<file path="src/rtl/ping_scheduler_pkg.sv">
// Shared types, default timing constants and the round-robin pick for the ultrasonic ping scheduler.
package ping_pkg;
  typedef enum logic [2:0] {IDLE, TRIG, WAIT_RISE, MEASURE, REPORT, GAP} state_e;

  localparam int DEF_NUM_SENSORS    = 4;
  localparam int DEF_TRIG_CYCLES    = 500;
  localparam int DEF_TIMEOUT_CYCLES = 1_500_000;
  localparam int DEF_GAP_CYCLES     = 500_000;
  localparam int DEF_WIDTH_W        = 22;
  localparam int MAX_SENSORS        = 32;

  // First enabled sensor at index >= cur, wrapping at n; returns cur when mask is empty.
  function automatic int unsigned next_sensor(input logic [MAX_SENSORS-1:0] mask,
                                              input int unsigned n, input int unsigned cur);
    int unsigned idx;
    bit found;
    next_sensor = cur;
    found = 1'b0;
    for (int unsigned i = 0; i < MAX_SENSORS; i++) begin
      idx = cur + i;
      if (idx >= n) idx = idx - n;
      if (!found && i < n && mask[idx[4:0]]) begin
        next_sensor = idx;
        found = 1'b1;
      end
    end
  endfunction
endpackage

</file>
<file path="src/rtl/ping_scheduler_if.sv">
// Result stream from the scheduler to the distance converter / display.
interface ping_scheduler_if #(
  parameter int NUM_SENSORS = 4,
  parameter int WIDTH_W     = 22
);
  localparam int SEL_W = $clog2(NUM_SENSORS);

  logic               meas_valid;
  logic               meas_ready;
  logic [SEL_W-1:0]   meas_sensor;
  logic [WIDTH_W-1:0] meas_width;
  logic               meas_timeout;

  modport master (output meas_valid, meas_sensor, meas_width, meas_timeout, input meas_ready);
  modport slave  (input meas_valid, meas_sensor, meas_width, meas_timeout, output meas_ready);
endinterface

</file>
<file path="src/rtl/ping_scheduler_echo_sync.sv">
// Two-flop synchroniser on the raw echo lines plus registered rise/fall pulses.
module echo_sync #(
  parameter int NUM_SENSORS = 4
) (
  input  logic                   clock,
  input  logic                   reset_n,
  input  logic [NUM_SENSORS-1:0] echo,
  output logic [NUM_SENSORS-1:0] rise,
  output logic [NUM_SENSORS-1:0] fall
);
  logic [NUM_SENSORS-1:0] s1, s2, s3;

  // Both edges pass through the same three stages, so measured width is not skewed.
  always_ff @(posedge clock) begin
    if (!reset_n) begin
      s1   <= '0;
      s2   <= '0;
      s3   <= '0;
      rise <= '0;
      fall <= '0;
    end else begin
      s1   <= echo;
      s2   <= s1;
      s3   <= s2;
      rise <= s2 & ~s3;
      fall <= ~s2 & s3;
    end
  end
endmodule

</file>
<file path="src/rtl/ping_scheduler.sv">
// Round-robin ultrasonic ping sequencer: trigger, time echo width, report on a valid/ready stream.
module ping_scheduler
  import ping_pkg::*;
#(
  parameter int NUM_SENSORS    = DEF_NUM_SENSORS,
  parameter int TRIG_CYCLES    = DEF_TRIG_CYCLES,
  parameter int TIMEOUT_CYCLES = DEF_TIMEOUT_CYCLES,
  parameter int GAP_CYCLES     = DEF_GAP_CYCLES,
  parameter int WIDTH_W        = DEF_WIDTH_W
) (
  input  logic                   clock,
  input  logic                   reset_n,
  input  logic                   enable,
  input  logic [NUM_SENSORS-1:0] en_mask,
  input  logic [NUM_SENSORS-1:0] echo,
  output logic [NUM_SENSORS-1:0] trigger,
  output logic                   busy,
  ping_scheduler_if.master       meas
);
  localparam int SEL_W = $clog2(NUM_SENSORS);

  state_e             state, state_nxt;
  logic [WIDTH_W-1:0] cnt, cnt_inc;
  logic [SEL_W-1:0]   sel, sel_first, sel_adv;
  logic [NUM_SENSORS-1:0] rise, fall;
  logic start_ok, trig_done, wait_to, meas_sat, gap_done, rise_sel, fall_sel;

  echo_sync #(.NUM_SENSORS(NUM_SENSORS)) u_sync (
    .clock(clock), .reset_n(reset_n), .echo(echo), .rise(rise), .fall(fall)
  );

  // The single counter is shared by every timed state and saturates instead of wrapping.
  always_comb begin
    cnt_inc   = (&cnt) ? cnt : cnt + 1'b1;
    start_ok  = enable && (|en_mask);
    trig_done = (cnt == WIDTH_W'(TRIG_CYCLES - 1));
    wait_to   = (cnt_inc == WIDTH_W'(TIMEOUT_CYCLES));
    meas_sat  = (cnt_inc >= WIDTH_W'(TIMEOUT_CYCLES));
    gap_done  = (cnt == WIDTH_W'(GAP_CYCLES - 1));
    rise_sel  = rise[sel];
    fall_sel  = fall[sel];
    sel_first = SEL_W'(next_sensor(MAX_SENSORS'(en_mask), NUM_SENSORS, 32'(sel)));
    sel_adv   = SEL_W'(next_sensor(MAX_SENSORS'(en_mask), NUM_SENSORS,
                       (32'(sel) == NUM_SENSORS - 1) ? 32'd0 : 32'(sel) + 32'd1));
  end

  always_ff @(posedge clock) begin
    if (!reset_n) state <= IDLE;
    else          state <= state_nxt;
  end

  always_comb begin
    state_nxt = state;
    case (state)
      IDLE:      if (start_ok) state_nxt = TRIG;
      TRIG:      if (trig_done) state_nxt = WAIT_RISE;
      WAIT_RISE: if (rise_sel) state_nxt = MEASURE;
                 else if (wait_to) state_nxt = REPORT;
      MEASURE:   if (meas_sat || fall_sel) state_nxt = REPORT;
      REPORT:    if (meas.meas_ready) state_nxt = GAP;
      GAP:       if (gap_done) state_nxt = start_ok ? TRIG : IDLE;
      default:   state_nxt = IDLE;
    endcase
  end

  always_comb begin
    trigger = '0;
    if (state == TRIG) trigger[sel] = 1'b1;
    meas.meas_valid = (state == REPORT);
    busy            = (state != IDLE);
  end

  // Result fields are written only when leaving WAIT_RISE/MEASURE, so they hold through REPORT.
  always_ff @(posedge clock) begin
    if (!reset_n) begin
      cnt               <= '0;
      sel               <= '0;
      meas.meas_sensor  <= '0;
      meas.meas_width   <= '0;
      meas.meas_timeout <= 1'b0;
    end else begin
      case (state)
        IDLE: begin
          cnt <= '0;
          if (start_ok) sel <= sel_first;
        end
        TRIG: cnt <= trig_done ? '0 : cnt_inc;
        WAIT_RISE: begin
          cnt <= rise_sel ? '0 : cnt_inc;
          if (!rise_sel && wait_to) begin
            meas.meas_sensor  <= sel;
            meas.meas_width   <= '0;
            meas.meas_timeout <= 1'b1;
          end
        end
        MEASURE: begin
          cnt <= cnt_inc;
          if (meas_sat) begin
            meas.meas_sensor  <= sel;
            meas.meas_width   <= WIDTH_W'(TIMEOUT_CYCLES);
            meas.meas_timeout <= 1'b1;
          end else if (fall_sel) begin
            // The fall clock itself is the last high cycle of the echo.
            meas.meas_sensor  <= sel;
            meas.meas_width   <= cnt_inc;
            meas.meas_timeout <= 1'b0;
          end
        end
        REPORT: cnt <= '0;
        GAP: begin
          cnt <= gap_done ? '0 : cnt_inc;
          if (gap_done) sel <= sel_adv;
        end
        default: cnt <= '0;
      endcase
    end
  end
endmodule

</file>
<file path="src/flat_wrapper.sv">
// flat-port wrapper written by rule: the top's interface ports become plain ports
module ping_scheduler_flat import ping_pkg::*;
#(
  parameter int NUM_SENSORS    = DEF_NUM_SENSORS,
  parameter int TRIG_CYCLES    = DEF_TRIG_CYCLES,
  parameter int TIMEOUT_CYCLES = DEF_TIMEOUT_CYCLES,
  parameter int GAP_CYCLES     = DEF_GAP_CYCLES,
  parameter int WIDTH_W        = DEF_WIDTH_W
)
  (clock, reset_n, enable, en_mask, echo, trigger, busy, meas_meas_valid, meas_meas_sensor, meas_meas_width, meas_meas_timeout, meas_meas_ready);
  ping_scheduler_if #(.NUM_SENSORS(NUM_SENSORS), .WIDTH_W(WIDTH_W)) meas_i ();
  input  logic clock;
  input  logic reset_n;
  input  logic enable;
  input  logic [NUM_SENSORS-1:0] en_mask;
  input  logic [NUM_SENSORS-1:0] echo;
  output logic [NUM_SENSORS-1:0] trigger;
  output logic busy;
  output wire logic [$bits(meas_i.meas_valid)-1:0] meas_meas_valid;
  output wire logic [$bits(meas_i.meas_sensor)-1:0] meas_meas_sensor;
  output wire logic [$bits(meas_i.meas_width)-1:0] meas_meas_width;
  output wire logic [$bits(meas_i.meas_timeout)-1:0] meas_meas_timeout;
  input wire logic [$bits(meas_i.meas_ready)-1:0] meas_meas_ready;
  assign meas_meas_valid = meas_i.meas_valid;
  assign meas_meas_sensor = meas_i.meas_sensor;
  assign meas_meas_width = meas_i.meas_width;
  assign meas_meas_timeout = meas_i.meas_timeout;
  assign meas_i.meas_ready = meas_meas_ready;
  ping_scheduler #(.NUM_SENSORS(NUM_SENSORS), .TRIG_CYCLES(TRIG_CYCLES), .TIMEOUT_CYCLES(TIMEOUT_CYCLES), .GAP_CYCLES(GAP_CYCLES), .WIDTH_W(WIDTH_W)) u_core (.clock(clock), .reset_n(reset_n), .enable(enable), .en_mask(en_mask), .echo(echo), .trigger(trigger), .busy(busy), .meas(meas_i));
endmodule
</file>
<file path="config.mk">
export PLATFORM = sky130hd
export DESIGN_NAME = ping_scheduler_flat
export DESIGN_NICKNAME = d
export VERILOG_FILES = /design/src/rtl/ping_scheduler_pkg.sv /design/src/rtl/ping_scheduler_if.sv /design/src/rtl/ping_scheduler_echo_sync.sv /design/src/rtl/ping_scheduler.sv /design/src/flat_wrapper.sv
export SDC_FILE = /design/constraint.sdc
export NUM_CORES = 1
export LEC_CHECK = 0
export ABC_AREA = 1
export CAP_MARGIN = 20
export CORE_MARGIN = 8
export CORE_UTILIZATION = 50
export CTS_BUF_LIST = sky130_fd_sc_hd__clkbuf_4 sky130_fd_sc_hd__clkbuf_8 sky130_fd_sc_hd__clkbuf_16
export DETAILED_ROUTE_END_ITERATION = 16
export GPL_TIMING_DRIVEN = 0
export PLACE_DENSITY = 0.78
export SLEW_MARGIN = 20
export SYNTH_ARGS = -nofsm -noshare
export SYNTH_HDL_FRONTEND = slang
export SYNTH_SLANG_ARGS = --single-unit
</file>
<file path="constraint.sdc">
create_clock -name clock -period 2.7 [get_ports clock]
set_clock_uncertainty 0.15 [all_clocks]
set_input_delay 0.54 -clock clock [delete_from_list [all_inputs] [get_ports clock]]
set_output_delay 0.54 -clock clock [all_outputs]
set_load 0.03 [all_outputs]
</file>
# Word level (Yosys, flattened, before mapping)
# Cells that the tools add are included.
[word_totals]
wordCells = 168
ff_bits = 72
[classes]
n_eq_ne = 18
n_bitwise = 4
n_addsub = 15
order_cmp = 19
reduce_logical = 26
n_mux = 75
[op_table]
columns = ["operator", "count"]
rows = [
  ["32-bit by 3-bit >= comparator with 1-bit output (second input constant)", 7],
  ["22-bit 2-to-1 mux", 7],
  ["22-bit case mux with 4 select lines", 1],
  ["32-bit by 2-bit adder with 32-bit output (second input constant)", 2],
  ["5-bit by 6-bit less-than comparator with 1-bit output (second input constant)", 8],
  ["22-bit case mux with 2 select lines", 1],
  ["1-bit binary-select mux with 5-bit select", 8],
  ["5-bit 2-to-1 mux", 8],
  ["5-bit by 3-bit subtractor with 5-bit output (second input constant)", 6],
  ["2-bit 2-to-1 mux", 13],
  ["3-bit 2-to-1 mux", 8],
  ["22-bit by 1-bit adder with 22-bit output (second input constant)", 1],
  ["22-bit by 19-bit == test with 1-bit output (second input constant)", 1],
  ["22-bit by 21-bit == test with 1-bit output (second input constant)", 1],
  ["22-bit by 9-bit == test with 1-bit output (second input constant)", 1],
  ["22-bit by 21-bit >= comparator with 1-bit output (second input constant)", 1],
  ["22-bit AND reduction", 1],
  ["1-bit 2-to-1 mux", 21],
  ["3-bit case mux with 6 select lines", 1],
  ["2-bit by 1-bit != test with 1-bit output (second input constant)", 6],
  ["1-bit logical AND", 9],
  ["4-bit bitwise AND", 2],
  ["4-bit NOT", 2],
  ["2-bit case mux with 2 select lines", 2],
  ["other kinds (27)", 39],
]

# Logic depth before layout (Yosys ltp)
[logic_depth]
word_depth = 18
mapped_depth = 21
depth_no_buf = 19

# Cells and area by module
# A second synthesis with hierarchy kept.
[unflattened]
hier_cells = 665
hier_area_um2 = 4403.0
[modules_own_cells]
columns = ["module", "area_each_um2", "n_inst", "cells_each"]
rows = [
  ["ping_scheduler", 3816.2, 1, 607],
  ["echo_sync", 586.8, 1, 58],
]

# Worst setup path after synthesis
# No wires, ideal clock.
[synth_timing]
path_type = "register to register"
startpoint = "register u_core.cnt[0]"
endpoint = "register u_core.meas.meas_width[17]"
path_buffers = 2
arrival_ps = 2264
t_required_ps = 2437
slack_ps = 173
synth_period_minus_slack_ps = 2527
stages_incl_launch_ff = 21
path_cell_list = "dfxtp_1 > ha_1 > inv_2 > nor2_2 > nand2_2 > nor2_4 > nand2_4 > buf_6 > nand2_1 > nand2_2 > nor2_4 > nand2_1 > nor2_1 > nand2_1 > nand2_1 > nand2_2 > nor2_4 > buf_6 > nand2_1 > nand2_1 > nor2_1"
[synth_between]
elab_chain_cells = 6
elab_cells_between_ends = 12
[synth_rtl]
columns = ["element", "line_no", "text"]
rows = [
  ["start: declaration", "ping_scheduler.sv:23", "logic [WIDTH_W-1:0] cnt, cnt_inc;"],
  ["start signal: assignment", "ping_scheduler.sv:87", "TRIG: cnt <= trig_done ? '0 : cnt_inc;"],
  ["start signal: assignment", "ping_scheduler.sv:89", "cnt <= rise_sel ? '0 : cnt_inc;"],
  ["start signal: assignment", "ping_scheduler.sv:97", "cnt <= cnt_inc;"],
  ["22-bit by 1-bit adder with 22-bit output / 22-bit AND reduction (equally long branches)", "ping_scheduler.sv:34", "cnt_inc = (&cnt) ? cnt : cnt + 1'b1;"],
  ["22-bit 2-to-1 mux *", "ping_scheduler.sv:34", ""],
  ["parallel branches: the longest is 4 deep, another holds 22-bit by 21-bit >= comparator with 1-bit output", "-", ""],
  ["end signal: assignment", "ping_scheduler.sv:100", "meas.meas_width <= WIDTH_W'(TIMEOUT_CYCLES);"],
  ["end signal: assignment", "ping_scheduler.sv:105", "meas.meas_width <= cnt_inc;"],
  ["end: declaration", "ping_scheduler_if.sv:14", "modport master (output meas_valid, meas_sensor, meas_width, meas_timeout, input meas_ready);"],
]
# Every way passes the cells marked *. The select of a mux whose other input is x is not followed.
# A chain may end at the register's enable or synchronous reset.

# Final worst setup path
[layout_timing]
startpoint = "register u_core.cnt[0]"
endpoint = "register u_core.meas.meas_width[7]"
# Same word-level chain as after synthesis.

==> flow_metrics.py <==
metrics = {
    "routing": {
        "totalWireLength_um": 12900,
        "drtAntennaViolNets": 0,
        "drt-initial-drc-count": 353,
        "num_vias": 4646,
        "drcViolationCount": 0,
        "via_per_inst": 5.41,
        "post_drt_wl_per_cell_um": 15.1,
        "drtPass1Iterations": 5,
    },
    "sta": {
        "tightest_slew_ns": 0.585,
        "slew_violations": 0,
        "rsz0062_at_grt": "yes",
        "min_period_ns": 2.80,
        "fmax_mhz": 357,
        "setup_ws_ns": -0.103,
        "period_share_pct": 104,
        "hold_slack_ns": 0.259,
        "setup_tns_ns": -0.972,
        "final_hold_viol_count": 0,
        "slew_headroom_pct": 60.5,
        "setup_viol": 15,
    },
    "synthesis": {
        "yosys-top-cells-area": "dfxtp_1, nand2_1, nor2_1",
        "synth_cell_type_count": 36,
        "synth_edf_count": 0,
        "synth_nets": 682,
        "yosysWarnings": 0,
        "yosysMostFrequentCell": "nand2_1",
        "synth_area_leader_cell": "dfxtp_1",
        "synth.yosys.seq_area_share_pct": 34.6,
        "synthCells": 663,
        "syn_area_per_cell_um2": 6.29,
        "synth_common_cells": "nand2_1, nor2_1, inv_1",
        "synth_flop_cell": "dfxtp_1",
        "async_reset_ff_share_pct": 0,
        "ys_ff_latch": 72,
        "syn-cell-area_um2": 4170,
        "synth.top_cell.area_share_pct": 34.6,
    },
    "placement": {
        "post-place-ws_ns": -0.392,
        "gp_congestion": 0.947,
        "hpwl_um": 8730,
        "port_buffers": 42,
    },
    "die": {
        "rows": 33,
        "die_area_um2": 11500,
        "initial_utilization_pct": 51.3,
        "chipWidth_um": 107,
        "ios": 43,
        "die_h_um": 107,
        "coreArea_um2": 8130,
    },
    "worst_setup_path": {
        "worstPathMaxFanout": 8,
        "path_class": "flip-flop to flip-flop",
        "endpoint_kind": "flip-flop",
        "rrSetupSlack_ns": -0.10,
        "critPathArrivalTime_ns": 2.88,
        "reg2reg_depth": 18,
        "startpoint_type": "flip-flop",
        "reg2reg_from": "u_core.cnt[0]",
        "crit_required_ns": 2.77,
        "r2r-end": "u_core.meas.meas_width[7]",
    },
    "global_route": {
        "grt_pass1_vias": 4160,
        "grt_first_pass_wirelength_um": 19100,
        "grt_max_degree": 15,
        "grtUsageTotal_pct": 20.2,
        "gr-total-overflow": 0,
        "grt_antenna_before_repair": 0,
    },
    "clock_tree": {
        "cts.reportedPaths.clkPinSlew_ns": 0.08,
        "htreeDepth": 3,
        "numCtsBuffers": 9,
        "root_buffer": "clkbuf_8",
        "clock_latency_ns": 0.36,
        "clkSinkCount": 72,
        "cts_tree": "done",
        "cts_max_path_buffers": 2,
        "cts_hold_buf": 0,
    },
    "min_path": {
        "whs_endpoint": "u_core.u_sync.fall[1]",
        "hold_path.class": "flip-flop to flip-flop",
        "holdPathStages": 1,
        "hp-start": "u_core.u_sync.s2[1]",
    },
    "pwr": {
        "cellLeakagePower_nw": 2.51,
        "peakVddDrop_v": 0.000819,
        "power.density_nw_per_um2": 746,
        "finalPower_mw": 4.27,
    },
    "finish": {
        "area_delta_synth_final_pct": 37.4,
        "seqCellArea_um2": 1480,
        "nFillCells": 627,
        "num_antenna_cells": 0,
        "layout.nets": 767,
        "multiInputGateArea_um2": 2710,
        "layout-drive-gt1-share_pct": 23.8,
    },
    "job": {
        "maxCapViolCount": 0,
    },
    "status": {
        "status": "finished, violations left",
        "violations": "negative setup slack",
    },
}
==> power breakdown <==
group          internal (mW)  switching (mW)  total [mW]
registers               1.18          0.0966        1.28
logic                  0.776            1.25        2.02
clock network          0.531           0.441       0.972
total                   2.49            1.79        4.27
==> per-layer routing <==
layer  routed length, µm  vias up  GRT usage (%)
met1                5500     2117           25.3
met3                 831       49           3.59
met5                   0        -              0
met2                6120      198           32.7
li1                    -     2282              -
met4                 488        0           9.95
==> cell usage in the layout (no fill, tap or decap), drive strengths merged, types with 4 or more instances in the layout <==
cell | netlist | layout
nand4 | 23 | 23
nor2 | 116 | 116
o211ai | 5 | 5
inv | 86 | 86
nor3 | 6 | 6
clkbuf | 10 | 19
ha | 7 | 7
a21oi | 28 | 28
dfxtp | 72 | 72
clkdlybuf4s50 | 0 | 38
nor4 | 6 | 6
nand3 | 35 | 35
nand2 | 199 | 199
buf | 9 | 40
o21ai | 40 | 40
xnor2 | 4 | 4
==> metrics by stage <==
step / std cells / utilization, % / instance area [µm²]
3_3_place_gp: 810 / 58.0 / 4720
3_5_place_dp: 810 / 58.0 / 4720
6_report: 858 / 70.4 / 5730
4_1_cts: 831 / 62.4 / 5070
5_1_grt: 858 / 70.4 / 5730
2_1_floorplan: 663 / - / 4170
==> layout make-up <==
| type | instances | area share (%) |
|---|---|---|
| clock inverter | 7 | 1.79 |
| tap | 105 | 2.29 |
| clock buffer | 9 | 2.16 |
| timing repair buffer | 74 | 12.1 |
| buffer | 19 | 2.60 |
| multi-input combinational | 486 | 47.4 |
| inverter | 86 | 5.81 |
| sequential | 72 | 25.8 |
==> cells by family after synthesis <==
family / count (synthesis) / share of synthesized area, %
buffers and inverters: 105 / 10.6
AO/OA/AOI/OAI: 83 / 10.9
AND/OR/NAND/NOR: 389 / 40.4
XOR/XNOR: 7 / 1.47
flip-flops: 72 / 34.6
adder cells (fa/ha/maj): 7 / 2.10
==> critical path, cell delays in order (launching register included) <==
cell and delay, ns:
dfxtp_4 0.37, ha_4 0.18, inv_4 0.07, nor2_4 0.05
nand2_4 0.09, nor2_4 0.05, nand2_8 0.11, clkbuf_16 0.17
inv_1 0.05, nor2_2 0.16, inv_1 0.10, nor3_1 0.31
and2_1 0.20, nand3_1 0.07, nand2_1 0.14, nand2_4 0.11
buf_6 0.14, nand2_1 0.08, a21oi_2 0.06
==> worst max-delay path by stage <==
| stage | startpoint | end | slack (ns) | depth (start not counted) |
|---|---|---|---|---|
| 2_1_floorplan | u_core.cnt[0] | u_core.meas.meas_width[17] | 0.17 | 20 |
| 3_3_place_gp | u_core.cnt[0] | u_core.meas.meas_width[3] | -0.34 | 17 |
| 3_5_place_dp | u_core.cnt[0] | u_core.meas.meas_width[4] | -0.39 | 17 |
| 4_1_cts | u_core.sel[0] | u_core.sel[1] | 0.0002 | 14 |
| 5_1_grt | u_core.cnt[17] | u_core.meas.meas_width[20] | -0.17 | 16 |
| 6_report | u_core.cnt[0] | u_core.meas.meas_width[7] | -0.10 | 18 |
==> registers in the layout (all words and copies together), names as in the netlist, 2 cells and up <==
name / flops
u_core.u_sync.rise: 4
u_core.u_sync.s3: 4
u_core.u_sync.s2: 4
u_core.u_sync.s1: 4
u_core.meas.meas_width: 22
u_core.meas.meas_sensor: 2
u_core.sel: 2
u_core.state: 3
u_core.u_sync.fall: 4
u_core.cnt: 22
==> timing repair <==
action / 4_1_cts / 5_1_grt
gates resized for setup: 27 / 135
setup endpoints to repair: 54 / 52
pin swaps: 5 / 29
gates cloned: 0 / 4
setup buffers: 5 / 23
Power figures use the tool's default switching activity.
